$ cat src/rtl/datapath_pkg.sv
// Shared datapath definitions: shifter state encoding and default geometry.
package datapath_pkg;

    localparam int WIDTH = 32;
    localparam int STEP  = 4;

    typedef enum logic [1:0] {
        IDLE  = 2'b00,
        SHIFT = 2'b01,
        DONE  = 2'b10
    } shr_state_e;

endpackage

$ cat src/rtl/shift_right_seq_if.sv
// Start/done handshake bundle between the EX stage and the iterative right shifter.
interface shift_right_seq_if
    import datapath_pkg::*;
#(
    parameter int WIDTH   = datapath_pkg::WIDTH,
    parameter int SHAMT_W = $clog2(WIDTH)
);

    logic               start;
    logic [WIDTH-1:0]   in;
    logic [SHAMT_W-1:0] shamt;
    logic               arith;
    logic               busy;
    logic               done;
    logic [WIDTH-1:0]   out;

    modport master (
        output start, in, shamt, arith,
        input  busy, done, out
    );

    modport slave (
        input  start, in, shamt, arith,
        output busy, done, out
    );

endinterface

$ cat src/rtl/shift_right_seq_step.sv
// Combinational single-stage right shift by 0..STEP; vacated top bits take 'fill'.
module shift_step #(
    parameter int WIDTH = 32,
    parameter int STEP  = 4,
    parameter int KW    = $clog2(STEP + 1)
) (
    input  logic [WIDTH-1:0] din,
    input  logic [KW-1:0]    k,
    input  logic             fill,
    output logic [WIDTH-1:0] dout
);

    // Shifting the complement in zeros and inverting back yields ones in the vacated bits.
    assign dout = fill ? ~((~din) >> k) : (din >> k);

endmodule

$ cat src/rtl/shift_right_seq.sv
// Iterative logical/arithmetic right shifter, at most STEP bits per clock.
// Optional macro SHIFT_RIGHT_SRA_EN enables sign fill; otherwise arith is ignored.
module shift_right_seq
    import datapath_pkg::*;
#(
    parameter int WIDTH   = datapath_pkg::WIDTH,
    parameter int STEP    = datapath_pkg::STEP,
    parameter int SHAMT_W = $clog2(WIDTH)
) (
    input  logic             clk,
    input  logic             rst,
    shift_right_seq_if.slave bus
);

    localparam int                 KW     = $clog2(STEP + 1);
    localparam logic [SHAMT_W-1:0] STEP_R = SHAMT_W'(STEP);

    shr_state_e         state, state_d;
    logic [WIDTH-1:0]   acc;
    logic [SHAMT_W-1:0] rem;
    logic               fill;
    logic [KW-1:0]      k;
    logic               last;
    logic [WIDTH-1:0]   shifted;

    assign k    = (rem < STEP_R) ? KW'(rem) : KW'(STEP);
    assign last = (rem <= STEP_R);

    shift_step #(
        .WIDTH (WIDTH),
        .STEP  (STEP),
        .KW    (KW)
    ) u_step (
        .din  (acc),
        .k    (k),
        .fill (fill),
        .dout (shifted)
    );

    always_comb begin
        // NOTE: default assigned first so every path drives state_d and no latch is inferred.
        state_d = state;
        unique case (state)
            IDLE, DONE: state_d = bus.start ? SHIFT : IDLE;
            SHIFT:      if (last) state_d = DONE;
            default:    state_d = IDLE;
        endcase
    end

    always_ff @(posedge clk) begin
        // NOTE: non-blocking so every register samples pre-edge values of the others.
        if (!rst) begin
            state   <= IDLE;
            acc     <= '0;
            rem     <= '0;
            bus.out <= '0;
        end else begin
            state <= state_d;
            if ((state == IDLE || state == DONE) && bus.start) begin
                acc <= bus.in;
                rem <= bus.shamt;
            end else if (state == SHIFT) begin
                acc <= shifted;
                rem <= rem - SHAMT_W'(k);
                if (last) bus.out <= shifted;
            end
        end
    end

`ifdef SHIFT_RIGHT_SRA_EN
    always_ff @(posedge clk) begin
        if (!rst)
            fill <= 1'b0;
        else if ((state == IDLE || state == DONE) && bus.start)
            fill <= bus.arith & bus.in[WIDTH-1];
    end
`else
    logic unused_arith;
    assign unused_arith = bus.arith;
    assign fill         = 1'b0;
`endif

    // Both flags decode the state register only, so neither sees an input combinationally.
    assign bus.busy = (state == SHIFT);
    assign bus.done = (state == DONE);

endmodule

$ cat src/flat_wrapper.sv
// flat-port wrapper written by rule: the top's interface ports become plain ports
module shift_right_seq_flat import datapath_pkg::*;
#(
    parameter int WIDTH   = datapath_pkg::WIDTH,
    parameter int STEP    = datapath_pkg::STEP,
    parameter int SHAMT_W = $clog2(WIDTH)
)
  (clk, rst, bus_start, bus_in, bus_shamt, bus_arith, bus_busy, bus_done, bus_out);
  shift_right_seq_if #(.WIDTH(WIDTH), .SHAMT_W(SHAMT_W)) bus_i ();
  input  logic clk;
  input  logic rst;
  input wire logic [$bits(bus_i.start)-1:0] bus_start;
  input wire logic [$bits(bus_i.in)-1:0] bus_in;
  input wire logic [$bits(bus_i.shamt)-1:0] bus_shamt;
  input wire logic [$bits(bus_i.arith)-1:0] bus_arith;
  output wire logic [$bits(bus_i.busy)-1:0] bus_busy;
  output wire logic [$bits(bus_i.done)-1:0] bus_done;
  output wire logic [$bits(bus_i.out)-1:0] bus_out;
  assign bus_i.start = bus_start;
  assign bus_i.in = bus_in;
  assign bus_i.shamt = bus_shamt;
  assign bus_i.arith = bus_arith;
  assign bus_busy = bus_i.busy;
  assign bus_done = bus_i.done;
  assign bus_out = bus_i.out;
  shift_right_seq #(.WIDTH(WIDTH), .STEP(STEP), .SHAMT_W(SHAMT_W)) u_core (.clk(clk), .rst(rst), .bus(bus_i));
endmodule
$ cat config.mk
export PLATFORM = sky130hd
export DESIGN_NAME = shift_right_seq_flat
export DESIGN_NICKNAME = d
export VERILOG_FILES = /design/src/rtl/datapath_pkg.sv /design/src/rtl/shift_right_seq_if.sv /design/src/rtl/shift_right_seq_step.sv /design/src/rtl/shift_right_seq.sv /design/src/flat_wrapper.sv
export SDC_FILE = /design/constraint.sdc
export NUM_CORES = 1
export LEC_CHECK = 0
export CORE_MARGIN = 1.5
export CORE_UTILIZATION = 44
export CTS_CLUSTER_DIAMETER = 120
export CTS_CLUSTER_SIZE = 14
export DETAILED_ROUTE_END_ITERATION = 7
export GPL_TIMING_DRIVEN = 0
export MAX_ROUTING_LAYER = met4
export PLACE_DENSITY = 0.75
export SYNTH_ARGS = -nofsm -noshare
export SYNTH_HDL_FRONTEND = slang
export SYNTH_SLANG_ARGS = --single-unit
$ cat constraint.sdc
create_clock -name clk -period 5.6 [get_ports clk]
set_input_delay 1.12 -clock clk [delete_from_list [all_inputs] [get_ports clk]]
set_output_delay 1.12 -clock clk [all_outputs]
set_load 0.01 [all_outputs]
==> results.cfg, run 1 <==
[finish]
layout_commonest_cell = clkdlybuf4s50_1
layout-drive-gt1-share_pct = 10.77
num_antenna_cells = 0
nets = 558
layout_common_cells = clkdlybuf4s50_1 (73), dfxtp_1 (71), nand2_1 (55)
nFillCells = 812
syn2layout_area_growth_pct = 26.06

[logic_synthesis]
ys_seq_area_share_pct = 34.87
synth_area_leaders = dfxtp_1 (35%), mux4_1 (8.4%), a22oi_1 (6.4%)
syn_nets = 474
syn-mean-instance-area_sq_um = 9.436
mappedNetlistArea_sq_um = 4076
yosysTopAreaCell = dfxtp_1
ys.flop_type = dfxtp_1
synth_top_area_share_pct = 34.87
synth-edff-count = 0
syn_inst = 432
synth.distinct_cells = 50
yosys_register_bits = 71
async_flop_share_pct = 0
yosysWarnings = 0

[sta]
tightest_slew_ns = 0.9745
finalSetupTns_ns = 0
fmax_ghz = 0.2826
clock_skew_ns = 0.01112
hold_viol = 0
min_period_over_period_pct = 63.19
slew_headroom_pct = 34.53
period_needed_ns = 3.539
rsz0062_at_grt = no
slew_viol_final = 0
finalSetupViolCount = 0

[cts]
cts_buffer_depth = 2
worst_skew_pair.late_latency_ns = 0.34
clock_sinks = 71
cts_resized = 0
cts-root-buf = clkbuf_8
cts_tree = yes
post-cts-setup-buffers = 0
cts_buffers = 9
holdBufCountCts = 0
htreeDepth = 3
clkTransAtPathRegs_ns = 0.07

[worst_setup_path]
required_ns = 4.48
crit_slowest_cell = clkdlybuf4s50_1
crit_path_max_fanout = 10
max_stage_delay_ns = 0.65
path_class = reg2out
cp.buffers_inverters = 4
cp_data_arrival_time_ns = 2.42
start_kind = register
crit_chain = nand2b_1 -> buf_2 -> inv_2 -> clkbuf_1 -> clkdlybuf4s50_1
cp_top_family = buffers and inverters
cp-end-kind = output port

[drt]
vias_per_cell = 6.811
drt-wirelength-per-cell_um = 22.45
via_count = 4277
drc = 0
final_antenna_net_count = 0
drt_iter0_markers = 394
detail_route.wirelength_um = 14100
firstDrtPassIters = 7

[power]
total_power_mw = 1.361
power_frac_comb_pct = 25.8
p_int_mw = 0.9212
p_sw_share_pct = 32.32
leakagePower_nw = 1.710
irDropWorstVdd_uv = 146.2
power_frac_seq_pct = 43.1
p_switching_mw = 0.4400
p_per_area_nw_per_um2 = 264.9
clkPwrFrac_pct = 31.1

[grt]
antenna_found_initial = 0
grt_overflow = 0
grt_max_degree = 12
track_usage_pct = 29.50
grt_first_pass_wirelength_um = 21830
grt_pass1_vias = 4098

[place]
routabilityCongestion = 0.9440
hpwl_um = 9787
portBuffers = 73

[floorplan]
die-area_sq_um = 9851
std_cell_rows = 34
die_height_um = 99.25
ioPinCount = 75
start_util_pct = 46.07
die_w_um = 99.25
core_area_sq_um = 8848

[run]
cap_violations = 0

[status]
status = completed

[hold_path]
hp-class = reg2reg
state kept, by name (all words and copies together) (netlist names):
signal          flops
u_core.acc         32
u_core.bus.out     32
u_core.rem          5
u_core.state        2
kinds of logic (layout without fill, tap and decap cells):
logic type | after synthesis | after routing | share of synthesized area, %
simple gates | 141 | 141 | 18.08
compound gates | 135 | 135 | 23.94
flops | 71 | 71 | 34.87
buf+inv | 51 | 139 | 7.397
mux | 32 | 32 | 15.32
fa+ha+maj | 1 | 1 | 0.3069
other cells | 1 | 1 | 0.09199
power by group through the flow:
stage / Combinational (mW) / Clock, mW / Sequential [mW]
detailed placement: 0.342 / 0 / 0.595
floorplan: 0.211 / 0 / 0.585
CTS: 0.344 / 0.424 / 0.584
global placement: 0.337 / 0 / 0.593
finish: 0.351 / 0.424 / 0.586
global route: 0.371 / 0.445 / 0.590
worst reg2reg max path: cells and delay by family (launching register included):
kind,cells,cell delay [ns]
AOI/OAI and AO/OA,3,0.47
adders and majority gates,1,0.28
and+or+nand+nor,3,0.49
DFF,1,0.42
buffers and inverters,3,0.76
area by class of cell:
cell class,count,area [sq um],area share (%)
plain buffers,47,286.5,5.576
clock buffers,11,151.4,2.946
clock inverters,4,45.04,0.8766
inverters,4,15.01,0.2922
multi-input cells,310,2354,45.80
flip-flops and latches,71,1421,27.66
well taps,108,135.1,2.630
repair buffers,73,730.7,14.22
Yosys cell counts (8+ instances only):
master and n:
a21oi_1 12, a22oi_1 35, buf_2 9, buf_6 8, clkbuf_1 22, dfxtp_1 71, mux2i_1 8, mux4_1 13
nand2_1 55, nand3_1 17, nand4_1 29, nor2_1 8, o211ai_1 27, o21ai_0 14, o221ai_1 14, o22ai_1 8
path summary, 6_finish.rpt:
check                                  startpoint                               to  slack (ns)  depth (start not counted)
setup / recovery     u_core.state[0]$_SDFFE_PN0P_                         bus_busy        2.06                          5
hold reg to reg   u_core.bus.out[28]$_SDFFE_PN0P_  u_core.bus.out[28]$_SDFFE_PN0P_        0.47                          2
setup reg to reg       u_core.rem[2]$_SDFFE_PN0P_       u_core.rem[4]$_SDFFE_PN0P_        3.08                         10
hold / removal    u_core.bus.out[28]$_SDFFE_PN0P_  u_core.bus.out[28]$_SDFFE_PN0P_        0.47                          2
per-stage QoR:
stage | std cells | instance area (sq um) | setup slack, ns | util [%] | hold WS, ns
floorplan | 432 | 4076 | 3.413 | - | 0.4802
global placement | 613 | 4942 | 2.532 | 55.85 | 0.4600
detailed placement | 613 | 4942 | 2.502 | 55.85 | 0.4625
CTS | 628 | 5139 | 2.162 | 58.07 | 0.4726
global route | 628 | 5139 | 1.987 | 58.07 | 0.5003
finish | 628 | 5139 | 2.061 | 58.07 | 0.4679
layer usage:
| layer | track usage [%] | up-vias | wire length [um] |
|---|---|---|---|
| met3 | 6.746 | 52 | 1469 |
| met5 | - | - | 0 |
| met4 | 11.16 | 0 | 397 |
| met2 | 45.21 | 292 | 6383 |
| met1 | 38.12 | 2046 | 5848 |
| li1 | - | 1887 | - |
Note: power is estimated with default switching activity, not from simulation.
==> run 2, diff against run 1 <==
Clock period 5.6 ns to 3.4 ns, I/O delays scaled along.
==> run 2 against run 1 <==
- sequential power increased by 65%
- critical path depth unchanged
- power increased by 65%
- wire length about the same
- via count decreased by 0.68%
- first-iteration DRC count increased by 5.6%
- non-clock buffer count unchanged
- critical path type unchanged
- clock power increased by 64%
==> results.cfg, run 2 (synthesis gave the netlist of run 1 again) <==
[floorplan]
start_util_pct = 46.07
die_w_um = 99.25
core_area_sq_um = 8848
ioPinCount = 75
die-area_sq_um = 9851
std_cell_rows = 34
die_height_um = 99.25

[worst_setup_path]
crit_start = u_core.state[0]$_SDFFE_PN0P_
start_kind = register
r2r-start = u_core.rem[2]$_SDFFE_PN0P_
crit_slowest_cell = clkdlybuf4s50_1
endpoint = bus_busy
path_class = reg2out
max_stage_delay_ns = 0.65
crit_chain = nand2b_1 -> buf_2 -> inv_2 -> clkbuf_1 -> clkdlybuf4s50_1
required_ns = 2.72
cp_data_arrival_time_ns = 2.39
ff2ff_path_depth = 10
crit_path_max_fanout = 10
reg2reg_slack_ns = 0.85
cp-end-kind = output port
r2r_end = u_core.rem[4]$_SDFFE_PN0P_

[grt]
track_usage_pct = 29.58
grt.busiest_layer = met2
grt_util_met2_pct = 45.57
grt_use_met3_pct = 7.027
grt_pass1_vias = 4115
antenna_found_initial = 0
use_met1_pct = 37.82
grt_max_degree = 12
grt_overflow = 0
grt_first_pass_wirelength_um = 21870

[cts]
holdBufCountCts = 0
htreeDepth = 3
cts_tree = yes
clock_sinks = 71
cts-root-buf = clkbuf_8
worst_skew_pair.late_latency_ns = 0.35
cts_resized = 0
cts_buffers = 9
cts_buffer_depth = 2
clkTransAtPathRegs_ns = 0.07
post-cts-setup-buffers = 0

[sta]
fmax_ghz = 0.3252
setup_slack_ns = 0.3254
finalSetupTns_ns = 0
slew_viol_final = 0
period_needed_ns = 3.075
clock_skew_ns = 0.01208
rsz0062_at_grt = no
slew_headroom_pct = 31.45
tightest_slew_ns = 1.020
hold_viol = 0
finalSetupViolCount = 0
min_period_over_period_pct = 90.43

[hold_path]
hp-class = reg2reg
hold_start = u_core.bus.out[28]$_SDFFE_PN0P_

[power]
power_frac_comb_pct = 25.8
power_frac_seq_pct = 43.1
p_sw_share_pct = 32.26
leakagePower_nw = 1.710
clkPwrFrac_pct = 31.1
p_per_area_nw_per_um2 = 435.8
p_switching_mw = 0.7225
p_int_mw = 1.517
irDropWorstVdd_uv = 239.5

[drt]
via_count = 4248
vias_per_cell = 6.764
drt-wirelength-per-cell_um = 22.46
firstDrtPassIters = 5
drc = 0
drt_iter0_markers = 416
final_antenna_net_count = 0
detail_route.wirelength_um = 14110

[finish]
layout_common_cells = clkdlybuf4s50_1 (73), dfxtp_1 (71), nand2_1 (55)
num_antenna_cells = 0
layout_commonest_cell = clkdlybuf4s50_1
biggestRegsByFlops = u_core.acc x32, u_core.bus.out x32, u_core.rem x5
nets = 558
layout-drive-gt1-share_pct = 10.77
syn2layout_area_growth_pct = 26.06

[place]
dp_slack_ns = 0.7416
portBuffers = 73
hpwl_um = 9787
routabilityCongestion = 0.9440

[run]
cap_violations = 0

[status]
status = completed
-- run 2: routing by layer --
| metal | up-vias | part of all wire [%] |
|---|---|---|
| met5 | - | 0 |
| met4 | 0 | 2.9 |
| met3 | 43 | 11 |
| met2 | 305 | 45 |
| met1 | 2016 | 41 |
| li1 | 1884 | - |
-- run 2: worst min-delay path by stage --
stage | depth (start not counted) | end
after floorplan | 2 | u_core.bus.out[28]$_SDFFE_PN0P_
after global placement | 2 | u_core.bus.out[28]$_SDFFE_PN0P_
after detailed placement | 2 | u_core.bus.out[28]$_SDFFE_PN0P_
after CTS | 2 | u_core.bus.out[28]$_SDFFE_PN0P_
after global routing | 2 | u_core.bus.out[14]$_SDFFE_PN0P_
final | 2 | u_core.bus.out[28]$_SDFFE_PN0P_
-- run 2: worst max-delay path, delay by kind of cell, from the launching register on --
family | cells | cell delay, ns
flip-flops | 1 | 0.40
buffers and inverters | 4 | 1.53
AND/OR/NAND/NOR | 1 | 0.12
-- run 2: final cells by class --
cell class | count | area, sq um
fillers | 812 | 3710
repair buffers | 73 | 730.7
well taps | 108 | 135.1
clock inverters | 4 | 45.04
multi-input cells | 310 | 2354
plain buffers | 47 | 286.5
inverters | 4 | 15.01
flip-flops and latches | 71 | 1421
clock buffers | 11 | 151.4
-- run 2: power by group through the flow --
stage	clock network (mW)	registers [mW]	logic (mW)
6_report	0.696	0.966	0.578
5_1_grt	0.734	0.972	0.611
4_1_cts	0.698	0.962	0.567
3_5_place_dp	0	0.980	0.564
3_3_place_gp	0	0.977	0.556
2_1_floorplan	0	0.964	0.348
-- run 2: per-stage QoR --
step                      total power, mW  cell area [sq um]  std cells  hold slack [ns]  util (%)
final                               2.240               5139        628           0.4671     58.07
after global routing                2.317               5139        628           0.5003     58.07
after CTS                           2.227               5139        628           0.4726     58.07
after detailed placement            1.544               4942        613           0.4625     55.85
after global placement              1.533               4942        613           0.4600     55.85
after floorplan                     1.312               4076        432           0.4802         -
